File: src/rtl/seven_seg_axi_updater_if.sv
// AXI4-Lite write-only channel bundle between the display updater
// (master) and the seven-segment display IP (slave).
interface seven_seg_axi_updater_if #(
    parameter int unsigned ADDR_WIDTH = 32
);
    logic [ADDR_WIDTH-1:0] awaddr;
    logic [2:0]            awprot;
    logic                  awvalid;
    logic                  awready;
    logic [31:0]           wdata;
    logic [3:0]            wstrb;
    logic                  wvalid;
    logic                  wready;
    logic [1:0]            bresp;
    logic                  bvalid;
    logic                  bready;

    modport master (
        output awaddr, awprot, awvalid,
        output wdata, wstrb, wvalid,
        output bready,
        input  awready, wready,
        input  bresp, bvalid
    );

    modport slave (
        input  awaddr, awprot, awvalid,
        input  wdata, wstrb, wvalid,
        input  bready,
        output awready, wready,
        output bresp, bvalid
    );
endinterface

File: src/rtl/seven_seg_axi_updater.sv
// Seven-segment display updater: turns display snapshots into the
// minimal ordered set of AXI4-Lite register writes.
module seven_seg_axi_updater #(
    parameter int unsigned C_NUM_DIGITS     = 8,
    parameter int unsigned C_BASE_ADDR      = 32'h43C00000,
    parameter int unsigned C_ADDR_WIDTH     = 32,
    parameter bit          C_SKIP_UNCHANGED = 1'b1
) (
    input  logic                      m_axi_aclk,
    input  logic                      m_axi_aresetn,
    input  logic                      upd_valid,
    output logic                      upd_ready,
    input  logic [31:0]               upd_ctrl,
    input  logic [C_NUM_DIGITS*8-1:0] upd_digits,
    output logic                      done,
    output logic                      err,
    seven_seg_axi_updater_if.master   m_axi
);
    localparam int unsigned NW    = (C_NUM_DIGITS + 3) / 4;
    localparam int unsigned IW    = $clog2(NW + 2);
    localparam int unsigned DEPTH = 1 << IW;
    localparam int unsigned PW    = NW * 32;

    typedef enum logic [2:0] {
        IDLE,
        SCAN,
        WRITE,
        RESP,
        FINISH
    } state_e;

    state_e                  state_q, state_d;
    logic [IW-1:0]           idx_q, idx_d;
    logic [DEPTH-1:0][31:0]  snap_q, snap_d, words;
    logic [DEPTH-1:0]        dirty_q, dirty_d, dirty_new;
    logic [NW:0][31:0]       shadow_q, shadow_d;
    logic [NW:0]             shv_q, shv_d;
    logic [PW-1:0]           digits_pad;
    logic [C_ADDR_WIDTH-1:0] awaddr_q, awaddr_d;
    logic [31:0]             wdata_q, wdata_d;
    logic                    awvalid_q, awvalid_d;
    logic                    wvalid_q, wvalid_d;
    logic                    bready_q, bready_d;
    logic                    aw_done_q, aw_done_d;
    logic                    w_done_q, w_done_d;
    logic                    done_q, done_d;
    logic                    err_q, err_d;
    logic                    rdy_q, rdy_d;
    logic                    accept, aw_hs, w_hs, b_hs;

    // Missing digit positions in the last word pack as zero bytes.
    assign digits_pad = PW'(upd_digits);

    assign words[0] = upd_ctrl;
    for (genvar g = 1; g <= NW; g++) begin : g_word
        assign words[g] = digits_pad[(g-1)*32 +: 32];
    end
    assign words[DEPTH-1:NW+1] = '0;

    for (genvar g = 0; g < DEPTH; g++) begin : g_dirty
        if (g <= NW) begin : g_live
            assign dirty_new[g] = !C_SKIP_UNCHANGED || !shv_q[g] ||
                                  (shadow_q[g] != words[g]);
        end else begin : g_pad
            assign dirty_new[g] = 1'b0;
        end
    end

    assign accept = upd_valid && rdy_q;
    assign aw_hs  = awvalid_q && m_axi.awready;
    assign w_hs   = wvalid_q && m_axi.wready;
    assign b_hs   = bready_q && m_axi.bvalid;

    always_comb begin
        state_d   = state_q;
        idx_d     = idx_q;
        snap_d    = snap_q;
        dirty_d   = dirty_q;
        shadow_d  = shadow_q;
        shv_d     = shv_q;
        awaddr_d  = awaddr_q;
        wdata_d   = wdata_q;
        awvalid_d = awvalid_q;
        wvalid_d  = wvalid_q;
        bready_d  = bready_q;
        aw_done_d = aw_done_q;
        w_done_d  = w_done_q;
        done_d    = 1'b0;
        err_d     = err_q;
        rdy_d     = rdy_q;
        unique case (state_q)
            IDLE, FINISH: begin
                state_d = IDLE;
                if (accept) begin
                    snap_d  = words;
                    dirty_d = dirty_new;
                    idx_d   = '0;
                    rdy_d   = 1'b0;
                    state_d = SCAN;
                end
            end
            SCAN: begin
                if (idx_q > IW'(NW)) begin
                    done_d  = 1'b1;
                    rdy_d   = 1'b1;
                    state_d = FINISH;
                end else if (dirty_q[idx_q]) begin
                    awaddr_d  = C_ADDR_WIDTH'(C_BASE_ADDR) +
                                C_ADDR_WIDTH'({idx_q, 2'b00});
                    wdata_d   = snap_q[idx_q];
                    awvalid_d = 1'b1;
                    wvalid_d  = 1'b1;
                    aw_done_d = 1'b0;
                    w_done_d  = 1'b0;
                    state_d   = WRITE;
                end else begin
                    idx_d = idx_q + IW'(1);
                end
            end
            WRITE: begin
                if (aw_hs) awvalid_d = 1'b0;
                if (w_hs) wvalid_d = 1'b0;
                aw_done_d = aw_done_q || aw_hs;
                w_done_d  = w_done_q || w_hs;
                if ((aw_done_q || aw_hs) && (w_done_q || w_hs)) begin
                    bready_d = 1'b1;
                    state_d  = RESP;
                end
            end
            RESP: begin
                if (b_hs) begin
                    bready_d = 1'b0;
                    for (int k = 0; k < NW + 1; k++) begin
                        if (idx_q == IW'(k)) begin
                            shadow_d[k] = snap_q[idx_q];
                            shv_d[k]    = 1'b1;
                        end
                    end
                    // A failed write is recorded but never retried.
                    if (m_axi.bresp != 2'b00) err_d = 1'b1;
                    idx_d   = idx_q + IW'(1);
                    state_d = SCAN;
                end
            end
            default: state_d = IDLE;
        endcase
    end

    always_ff @(posedge m_axi_aclk or negedge m_axi_aresetn) begin
        if (!m_axi_aresetn) begin
            state_q   <= IDLE;
            idx_q     <= '0;
            snap_q    <= '0;
            dirty_q   <= '0;
            shadow_q  <= '0;
            shv_q     <= '0;
            awaddr_q  <= '0;
            wdata_q   <= '0;
            awvalid_q <= 1'b0;
            wvalid_q  <= 1'b0;
            bready_q  <= 1'b0;
            aw_done_q <= 1'b0;
            w_done_q  <= 1'b0;
            done_q    <= 1'b0;
            err_q     <= 1'b0;
            rdy_q     <= 1'b1;
        end else begin
            state_q   <= state_d;
            idx_q     <= idx_d;
            snap_q    <= snap_d;
            dirty_q   <= dirty_d;
            shadow_q  <= shadow_d;
            shv_q     <= shv_d;
            awaddr_q  <= awaddr_d;
            wdata_q   <= wdata_d;
            awvalid_q <= awvalid_d;
            wvalid_q  <= wvalid_d;
            bready_q  <= bready_d;
            aw_done_q <= aw_done_d;
            w_done_q  <= w_done_d;
            done_q    <= done_d;
            err_q     <= err_d;
            rdy_q     <= rdy_d;
        end
    end

    assign upd_ready     = rdy_q;
    assign done          = done_q;
    assign err           = err_q;
    assign m_axi.awaddr  = awaddr_q;
    assign m_axi.awprot  = 3'b000;
    assign m_axi.awvalid = awvalid_q;
    assign m_axi.wdata   = wdata_q;
    assign m_axi.wstrb   = 4'hF;
    assign m_axi.wvalid  = wvalid_q;
    assign m_axi.bready  = bready_q;
endmodule

File: src/flat_wrapper.sv
// flat-port wrapper written by rule: the top's interface ports become plain ports
module seven_seg_axi_updater_flat 
#(
    parameter int unsigned C_NUM_DIGITS     = 8,
    parameter int unsigned C_BASE_ADDR      = 32'h43C00000,
    parameter int unsigned C_ADDR_WIDTH     = 32,
    parameter bit          C_SKIP_UNCHANGED = 1'b1
)
  (m_axi_aclk, m_axi_aresetn, upd_valid, upd_ready, upd_ctrl, upd_digits, done, err, m_axi_awaddr, m_axi_awprot, m_axi_awvalid, m_axi_wdata, m_axi_wstrb, m_axi_wvalid, m_axi_bready, m_axi_awready, m_axi_wready, m_axi_bresp, m_axi_bvalid);
  seven_seg_axi_updater_if #(.ADDR_WIDTH(32)) m_axi_i ();
  input  logic m_axi_aclk;
  input  logic m_axi_aresetn;
  input  logic upd_valid;
  output logic upd_ready;
  input  logic [31:0] upd_ctrl;
  input  logic [C_NUM_DIGITS*8-1:0] upd_digits;
  output logic done;
  output logic err;
  output wire logic [$bits(m_axi_i.awaddr)-1:0] m_axi_awaddr;
  output wire logic [$bits(m_axi_i.awprot)-1:0] m_axi_awprot;
  output wire logic [$bits(m_axi_i.awvalid)-1:0] m_axi_awvalid;
  output wire logic [$bits(m_axi_i.wdata)-1:0] m_axi_wdata;
  output wire logic [$bits(m_axi_i.wstrb)-1:0] m_axi_wstrb;
  output wire logic [$bits(m_axi_i.wvalid)-1:0] m_axi_wvalid;
  output wire logic [$bits(m_axi_i.bready)-1:0] m_axi_bready;
  input wire logic [$bits(m_axi_i.awready)-1:0] m_axi_awready;
  input wire logic [$bits(m_axi_i.wready)-1:0] m_axi_wready;
  input wire logic [$bits(m_axi_i.bresp)-1:0] m_axi_bresp;
  input wire logic [$bits(m_axi_i.bvalid)-1:0] m_axi_bvalid;
  assign m_axi_awaddr = m_axi_i.awaddr;
  assign m_axi_awprot = m_axi_i.awprot;
  assign m_axi_awvalid = m_axi_i.awvalid;
  assign m_axi_wdata = m_axi_i.wdata;
  assign m_axi_wstrb = m_axi_i.wstrb;
  assign m_axi_wvalid = m_axi_i.wvalid;
  assign m_axi_bready = m_axi_i.bready;
  assign m_axi_i.awready = m_axi_awready;
  assign m_axi_i.wready = m_axi_wready;
  assign m_axi_i.bresp = m_axi_bresp;
  assign m_axi_i.bvalid = m_axi_bvalid;
  seven_seg_axi_updater #(.C_NUM_DIGITS(C_NUM_DIGITS), .C_BASE_ADDR(C_BASE_ADDR), .C_ADDR_WIDTH(C_ADDR_WIDTH), .C_SKIP_UNCHANGED(C_SKIP_UNCHANGED)) u_core (.m_axi_aclk(m_axi_aclk), .m_axi_aresetn(m_axi_aresetn), .upd_valid(upd_valid), .upd_ready(upd_ready), .upd_ctrl(upd_ctrl), .upd_digits(upd_digits), .done(done), .err(err), .m_axi(m_axi_i));
endmodule
File: config.mk
export PLATFORM = sky130hd
export DESIGN_NAME = seven_seg_axi_updater_flat
export DESIGN_NICKNAME = d
export VERILOG_FILES = /design/src/rtl/seven_seg_axi_updater_if.sv /design/src/rtl/seven_seg_axi_updater.sv /design/src/flat_wrapper.sv
export SDC_FILE = /design/constraint.sdc
export NUM_CORES = 1
export LEC_CHECK = 0
export BUFFER_PORTS_ARGS = -buffer_cell sky130_fd_sc_hd__buf_2
export CORE_MARGIN = 2
export CORE_UTILIZATION = 55
export CTS_BUF_LIST = sky130_fd_sc_hd__clkbuf_2
export DETAILED_ROUTE_END_ITERATION = 8
export PLACE_DENSITY = 0.74
export RECOVER_POWER = 25
export SYNTH_ARGS = -nofsm -noshare
export SYNTH_HDL_FRONTEND = slang
export SYNTH_SLANG_ARGS = --single-unit
File: constraint.sdc
create_clock -name m_axi_aclk -period 4.6 [get_ports m_axi_aclk]
set_input_delay 0.46 -clock m_axi_aclk [delete_from_list [all_inputs] [get_ports m_axi_aclk]]
set_output_delay 0.46 -clock m_axi_aclk [all_outputs]
set_load 0.03 [all_outputs]
Word level (Yosys, flattened, before mapping)
Cells that the tools add are included.
{ "word_totals": {"ff_bits": 275, "inputBits": 104, "out_inout_bits": 77, "wordCells": 113} }
{ "classes": {"add_sub_neg": 2, "n_lt_le_gt_ge": 2, "eq_ne": 19, "mux": 33, "bitwise_logic": 1, "reduce_logical": 34} }
{ "op_table": {"columns": ["cell", "count"], "rows": [
  ["32-bit inequality test", 3],
  ["32-bit binary-select mux with 2-bit select", 1],
  ["31-bit by 4-bit adder with 32-bit output (first input constant)", 1],
  ["32-bit two-way mux", 1],
  ["3-bit AND reduction", 9],
  ["1-bit two-way mux", 14],
  ["2-bit by 1-bit inequality test with 1-bit output (second input constant)", 7],
  ["3-bit two-way mux", 4],
  ["1-bit case mux with 2 select lines", 6],
  ["3-bit case mux with 4 select lines", 1],
  ["2-bit two-way mux", 4],
  ["4-bit AND reduction", 2],
  ["2-bit nonzero test", 4],
  ["3-bit by 2-bit equality test with 1-bit output (second input constant)", 2],
  ["2-bit case mux with 3 select lines", 1],
  ["1-bit logical AND", 5],
  ["1-bit logical OR", 5],
  ["5-bit AND reduction", 1],
  ["2-bit inequality test (second input constant)", 2],
  ["3-bit by 1-bit equality test with 1-bit output (second input constant)", 1],
  ["3-bit equality test (second input constant)", 1],
  ["1-bit zero test", 3],
  ["3-bit zero test", 1],
  ["2-bit by 3-bit less-than comparator with 1-bit output (second input constant)", 1],
  ["other kinds (11)", 11]
]} }

Depth between registers and ports, before layout
Gate-level depths: netlist (run 1).
{ "depth": {"ltp_word": 5, "mapped_depth": 9} }

Worst setup path before layout (run 1)
Ideal clock, no wire load.
{ "synth_timing": {"path_kind": "register to register", "startpoint": "register u_core.idx_q[0]", "endpoint": "register u_core.shadow_q[10] (netlist name)", "setup_time_ns": 0.133, "arrival_ns": 1.684, "required_time_ns": 4.467, "path_slack_ns": 2.783, "stages_incl_launch_ff": 9, "n_path_buf": 4, "path_cell_list": "dfrtp_1 -> buf_2 -> clkbuf_1 -> inv_1 -> ha_1 -> nand3_1 -> buf_2 -> clkbuf_1 -> o21ai_0"} }
{ "synth_via": {"elab_chain_len": 2, "word_cells_on_any_way": 4, "classes_between": "mux: 2; reduce/logical: 2"} }
{ "synth_lines": {"columns": ["element", "line", "text"], "rows": [
  ["start: declaration", "seven_seg_axi_updater.sv:33", "logic [IW-1:0] idx_q, idx_d;"],
  ["start signal: assignment", "seven_seg_axi_updater.sv:169", "idx_q <= idx_d;"],
  ["32-bit binary-select mux with 2-bit select / 2-bit zero test (equally long branches)", "seven_seg_axi_updater.sv:135, seven_seg_axi_updater.sv:134", null],
  ["32-bit two-way mux (implied by the code) / 3-bit AND reduction (equally long branches)", null, null],
  ["end signal: assignment", "seven_seg_axi_updater.sv:172", "shadow_q <= shadow_d;"],
  ["end: declaration", "seven_seg_axi_updater.sv:36", "logic [NW:0][31:0] shadow_q, shadow_d;"]
]} }
Several ways; a longest one is shown, not always the timed one. The select of a mux whose other input is x is not followed.
A chain may end at the register's enable or synchronous reset.

Final worst setup path (run 1)
{ "layout_timing": {"startpoint": "register u_core.idx_q[1]", "endpoint": "register u_core.idx_q[0]"} }
{ "layout_via": {"elab_chain_len": 4, "word_cells_on_any_way": 6, "classes_between": "order compare: 1; eq/ne: 2; mux: 2; reduce/logical: 1"} }
{ "layout_lines": {"columns": ["element", "line", "text"], "rows": [
  ["1-bit binary-select mux with 2-bit select", "seven_seg_axi_updater.sv:107", "end else if (dirty_q[idx_q]) begin"],
  ["1-bit two-way mux (implied by the code)", "seven_seg_axi_updater.sv:107", null],
  ["2-bit inequality test (no line)", null, null],
  ["5-bit AND reduction (no line) *", null, null]
]} }
Mark *: on every way between the ends. The rest lies on a longest branch, timed or not. The select of a mux whose other input is x is not followed.

==> impl_results.md, run 1 <==
- Status: finished clean
- Reg-to-reg startpoint: u_core.idx_q[1]
- # fillers: approximately 1,600
- Synth top area cells: dfrtp_1 55%, mux2_2 9.5%, xnor2_1 6.7%
- Clock power frac: ~16%
- Die area: about 21,000 sq um
- Cell taking the most area after synthesis: dfrtp_1
- Via count: approximately 8,400
- TritonCTS buffer count: 66
- H-tree levels: 3
- Final Wtd Congestion: between 0.8 and 0.9
- Post-route DRC: 0
- Worst endpoint required time: about 5300 ps
- Cell mode on critical path: buf_4
- Slowest CP cell: dfrtp_2
- Synthesized flop and latch total: roughly 250
- Switching Power: between 3000 and 4000 uW
- Area Overhead vs Synth: 20.7%
- Hold Worst Slack: around 240 ps
- Die X: 146 um
- Class of the worst hold path: input pin to register
- Sw Share: about 41%
- Logic pwr share: roughly 40%
- Final cycle utilization of the critical path: 61.8%
- ANT nets after route: 0
- Initial Util: between 50% and 60%
- CP endpoint: u_core.idx_q[0]
- Sequential cell area: 6160 sq um
- Ys flop type: dfrtp_1
- Fmax: around 350 MHz
- Delay-heaviest family, CP: buffers and inverters
- Leakage: roughly 0.006 uW
- CTS tree: done
- Worst-case clock buffer depth: 3
- Number of post-CTS setup repair buffers: 0
- Design Power: between 8000 and 9000 uW
- Final worst setup slack: 1760 ps
- R2R depth: 6
- Share of layout cells above drive strength 1: roughly 29%
- Initial antenna violation count: 2
- Worst flop-to-flop path endpoint: u_core.idx_q[0]
- Worst-path clk slew: about 100 ps
- Slew at the pin closest to its max-slew limit: 1110 ps
- DP HPWL: around 18,000 um
- Largest stage delay, worst path: ~780 ps
- Port Buffer Count: roughly 150
- Critical path arrival: 3550 ps
- Critical Path Fanout Max: 22
- Critical path type: register to register
- Final Setup Violations: 0
- Most frequent cells in the layout: 244 x dfrtp_1, 147 x buf_2, 105 x nand2_1, 101 x clkbuf_2, 101 x dlygate4sd3_1
- Via/cell ratio: roughly 5.4
- Worst-Skew Late Latency: between 800 and 900 ps
- Routed length per placed instance: 18.4 um
- CP Cell Sequence: buf_4, mux2i_2, o2bb2ai_4, buf_4, o41ai_4, mux2_4
- Worst path depth: 6
- Most common cell after layout, fill and taps aside: dfrtp_1
- Largest net degree at the start of global routing: roughly 150
- Synth Instances: 989
- CP endpoint kind: register
- Min cycle time layout: 2840 ps
- Root Driver: clkbuf_2
- 1st-pass router iterations: 7
- Max VDD drop: 0.432 mV
- CTS Sinks: approximately 250
- Multi-input gate area: approximately 4500 sq um
- Layout Skew: 47.1 ps
- MaxCap Viol Count: 0
- Vias in the first global route: about 8,400
- CP Buf/Inv Count: 2
- Slew headroom: about a quarter
- Total core area: roughly 20,000 sq um
- Post-synth EDFFs: 0
- Place WS: between 1500 and 2000 ps
- First-pass GRT wire length: between 40,000 and 50,000 um
- Setup crit start: u_core.idx_q[1]
- Global route overflow: 0
- Fin. Hold Viols: 0
- Nets: between 1,000 and 1,500
- RSZ-0062 raised after global routing: no
- Finished Layout Cells: roughly 1,600
- Power Density: between 600 and 700 nW/um^2
- Io pins: 181
- Post-Route WL: between 20,000 and 30,000 um
- Die height: 146 um
- Gr usage total: 27.2%
- Post-synth top area share: roughly 55%
- Cell area after synthesis: 11,200 sq um
- DP Cell Count: around 1,400
- Yosys cell types: 41
- Yosys warns: 0
- Setup tns final: 0 ps
- Async SR Flop Fraction: 100%
- Reg2Reg Setup Slack: 1760 ps
- Pins Over Slew Limit: 0
- Initial drt markers: between 500 and 600
- # rows: 52
- Part of the power in registers: roughly 43%
- Startpoint types: register
- Register area share after synthesis: 55.2%
- Power Internal: roughly 5100 uW
- Avg Inst Size Synth: between 10 and 15 sq um
[cells by family after synthesis]
logic type | share of synthesized area (%)
AO/OA/AOI/OAI | 10.4
buffers and inverters | 5.52
XOR/XNOR | 7.46
other | 0.0673
multiplexers | 13.1
flip-flops | 55.2
adder cells (fa/ha/maj) | 0.449
AND/OR/NAND/NOR | 7.86
[worst min path at each step]
| stage | start | to | slack, ps | cells past startpoint |
|---|---|---|---|---|
| CTS | m_axi_bvalid | u_core.err | 200 | 4 |
| global route | m_axi_bvalid | u_core.err | 230 | 4 |
| global placement | u_core.shv_q[2] | u_core.shv_q[2] | 440 | 1 |
| detailed placement | u_core.shv_q[2] | u_core.shv_q[2] | 450 | 1 |
| finish | m_axi_bvalid | u_core.err | 240 | 4 |
| floorplan | m_axi_aresetn | u_core.aw_done_q | 160 | 0 |
[power groups by stage]
stage	clock network [uW]	logic (uW)	registers [uW]
floorplan	0	2290	3980
finish	1440	3540	3790
CTS	1470	3540	3780
detailed placement	0	3460	3820
global route	1600	3880	3890
global placement	0	3370	3780
[worst reg2reg max path: cells and delay by family, from the launching register on]
kind / cells / cell delay [ps]
multiplexers: 2 / 650
AO/OA/AOI/OAI: 2 / 510
flip-flops: 1 / 780
buffers and inverters: 2 / 830
[cells in the mapped netlist (2+ instances only)]
master	instances
dfrtp_1	245
nand2_1	105
o21ai_0	95
mux2_2	94
xnor2_1	85
a21oi_1	70
buf_4	41
nor2_1	40
a31oi_1	36
buf_2	36
mux2i_1	33
nand4_1	21
clkbuf_1	13
xor2_1	10
nand2b_1	6
buf_6	5
inv_1	5
nor4_1	5
o21ai_1	5
ha_1	4
mux2_1	4
nand3_1	4
nor3_1	4
and3_1	3
nor3b_1	3
conb_1	2
[layout make-up]
cell class	instances	area share, %
clock inverter	9	0.270
tap	270	2.51
multi-input combinational	672	33.7
clock buffer	101	3.75
timing repair buffer	263	13.9
antenna	1	0.0186
inverter	5	0.139
sequential	246	45.7
[per-layer routing]
layer	vias up	routed length (um)	GRT usage, %
li1	3918	-	-
met1	4112	12000	35.1
met2	313	14000	44.4
met3	61	1850	6.56
met4	2	882	11.6
met5	-	11	0
[through the flow]
step,area [sq um],utilization [%]
floorplan,11300,-
global placement,11900,59.4
detailed placement,11900,59.4
CTS,13500,67.2
global route,13500,67.2
finish,13500,67.2
[what timing repair did]
action                                 CTS  global route
hold buffers                           101             0
gates resized for setup                  0             0
endpoints found under the hold margin  242             0
[flip-flops by register name (all words and copies together), names as in the netlist]
signal	cells
u_core.shadow_q	96
u_core.snap_q	96
u_core.m_axi.wdata	32
u_core.dirty_q	3
u_core.m_axi.awaddr	3
u_core.shv_q	3
u_core.state_q	3
u_core.idx_q	2
u_core.aw_done_q	1
u_core.done	1
u_core.err	1
u_core.m_axi.awvalid	1
u_core.m_axi.bready	1
u_core.m_axi.wvalid	1
u_core.upd_ready	1
u_core.w_done_q	1
Power figures use the tool's default switching activity.
==> run 2: changes to the inputs <==
- ABC_AREA: unset -> 1
- CORE_UTILIZATION: 55 -> 54
- PLACE_DENSITY: 0.74 -> 0.75
- clock period: 4.6 -> 2.5 ns (I/O delays scaled with it)
==> impl_results.md, run 2 <==
- Port Buffer Count: around 150
- Number of post-CTS setup repair buffers: 0
- Initial antenna violation count: 1
- Yosys cell types: 29
- Die X: 153 um
- Share of layout cells above drive strength 1: ~15%
- Startpoint types: register
- Delay-heaviest family, CP: compound AO/OA/AOI/OAI gates
- Final cycle utilization of the critical path: 82.1%
- Synth top area cells: dfrtp_1 51%, nand2_1 19%, o21ai_0 9.1%
- Yosys warns: 0
- Root Driver: clkbuf_2
- Post-synth top area share: 51.4%
- Multi-input gate area: between 4000 and 5000 sq um
- Async SR Flop Fraction: 100%
- Synthesized flop and latch total: about 250
- Die height: between 150 and 200 um
- Avg Inst Size Synth: 7.48 sq um
- Ys flop type: dfrtp_1
- Max VDD drop: roughly 0.55 mV
- Post-Route WL: between 30,000 and 40,000 um
- Initial Util: a little over half
- Finished Layout Cells: about 2,200
- Pins Over Slew Limit: 0
- Routed length per placed instance: around 14 um
- Largest stage delay, worst path: approximately 630 ps
- Total core area: between 20,000 and 25,000 sq um
- CP endpoint kind: register
- DP Cell Count: between 1,500 and 2,000
- Critical path arrival: 2760 ps
- Register area share after synthesis: 51.6%
- Worst-case clock buffer depth: 3
- Top cells by count, synth: 602 x nand2_1, 245 x dfrtp_1, 217 x o21ai_0, 200 x inv_1, 101 x nor2_1
- Post-route DRC: 0
- Worst endpoint required time: ~3200 ps
- Leakage: 0.00787 uW
- Nets: 1,976
- Gr usage total: about 27%
- Most frequent cells in the layout: 602 x nand2_1, 245 x dfrtp_1, 217 x o21ai_0, 200 x inv_1, 147 x buf_2
- Io pins: 181
- TritonCTS buffer count: 66
- Slew at the pin closest to its max-slew limit: approximately 1200 ps
- # rows: 54
- Class of the worst hold path: input pin to register
- ANT nets after route: 0
- Die area: between 20,000 and 25,000 sq um
- Cell area after synthesis: ~12,000 sq um
- CP Buf/Inv Count: 2
- Status: finished clean
- Fmax: 487 MHz
- Final Setup Violations: 0
- CTS Sinks: between 200 and 250
- Power Density: between 1000 and 1500 nW/um^2
- Final Wtd Congestion: 0.837
- # hold bufs at CTS: ~100
- Worst-Skew Late Latency: about 800 ps
- Sequential cell area: ~6000 sq um
- Critical Path Fanout Max: 19
- Global route overflow: 0
- Synth Instances: around 1,600
- Min cycle time layout: approximately 2000 ps
- CTS tree: done
- # fillers: 1,880
- RSZ-0062 raised after global routing: no
- Count leader, synth: nand2_1
- Largest net degree at the start of global routing: slightly above 100
- Cell taking the most area after synthesis: dfrtp_1
- Layout Skew: roughly 57 ps
- Hold Worst Slack: 136 ps
- MaxCap Viol Count: 0
- Cell mode on critical path: nand2_1
- Slew headroom: 18.5%
- DP HPWL: between 20,000 and 25,000 um
- Critical path type: register to register
- Post-synth EDFFs: 0
- Setup tns final: 0 ps
- Fin. Hold Viols: 0
- Initial drt markers: between 800 and 900
- 1st-pass router iterations: 6
- Via/cell ratio: around 5.0
- Slowest CP cell: o21ai_0
- H-tree levels: 3
- Area Overhead vs Synth: 20.6%
- Via count: between 10,000 and 15,000
- Worst-path clk slew: 110 ps
- CP Cell Sequence: inv_2, buf_4, nor2_1, o21ai_0, nand2_1, nand2_1
- Most common cell after layout, fill and taps aside: nand2_1
- Post-CTS resize count: 0
- First-pass GRT wire length: between 50,000 and 60,000 um
- Vias in the first global route: around 11,000
## run 2: cell count changes in the layout (fill, tap and decap cells not counted), moves of 42 or more
cell | before | now
a21oi_1 | 70 | 13
inv_1 | 5 | 200
mux2_2 | 94 | 0
nand2_1 | 105 | 602
nand3_1 | 1 | 43
nor2_1 | 40 | 101
o21ai_0 | 95 | 217
xnor2_1 | 85 | 4
## run 2: cell families (layout without fill, tap and decap cells)
group	Yosys count	after routing	synth area share (%)
simple gates	758	758	24.7
buf+inv	307	589	11.4
compound gates	274	274	11.6
flops	246	246	51.6
fa+ha+maj	4	4	0.419
xor+xnor	4	4	0.294
other cells	2	33	0.0629
## run 2: per-layer routing
metal	vias up	GRT usage [%]	routed length (um)
li1	5398	-	-
met1	5040	37.5	14100
met4	0	12.9	1160
met3	83	5.23	2090
met5	-	0	0
met2	383	42.8	14300
## run 2: final timing paths
| check | start | to | slack, ps | cells after the start |
|---|---|---|---|---|
| max in group asynchronous | m_axi_aresetn | u_core.m_axi.awaddr[3] | 690 | 4 |
| min | upd_valid | u_core.dirty_q[0] | 140 | 6 |
| min in group asynchronous | m_axi_aresetn | u_core.shadow_q[15] | 790 | 3 |
| max | u_core.idx_q[0] | u_core.m_axi.wdata[2] | 450 | 6 |
| min reg2reg | u_core.shv_q[2] | u_core.shv_q[2] | 460 | 2 |
| max reg2reg | u_core.idx_q[0] | u_core.m_axi.wdata[2] | 450 | 6 |
## run 2: layout make-up
type                       count  share of cell area (%)
antenna                        1                  0.0174
multi-input combinational   1072                    31.5
tap                          280                    2.43
clock inverter                 5                   0.130
inverter                     208                    5.45
clock buffer                 102                    3.55
sequential                   246                    42.8
timing repair buffer         274                    14.2
## run 2: metrics by stage
stage / total power (uW) / util, % / instance area [sq um] / setup slack, ps
6_report: 15900 / 66.2 / 14400 / 447
5_1_grt: 17300 / 66.2 / 14400 / 369
4_1_cts: 15900 / 66.2 / 14400 / 488
3_5_place_dp: 13100 / 58.9 / 12800 / 551
3_3_place_gp: 12900 / 58.9 / 12800 / 549
2_1_floorplan: 11100 / - / 12000 / 844
## run 2: worst reg2reg max path, cell delays in order, from the launching register on
cell and delay [ps]:
dfrtp_1 420, inv_2 290, buf_4 310, nor2_1 100, o21ai_0 630, nand2_1 120
nand2_1 100
## run 2: where the power goes
part           total (uW)  internal, uW  switching (uW)  leakage, uW
clock                2690          1050            1640     0.000434
combinational        6510          2080            4430      0.00444
sequential           6700          5750             953      0.00300
total               15900          8880            7020      0.00787
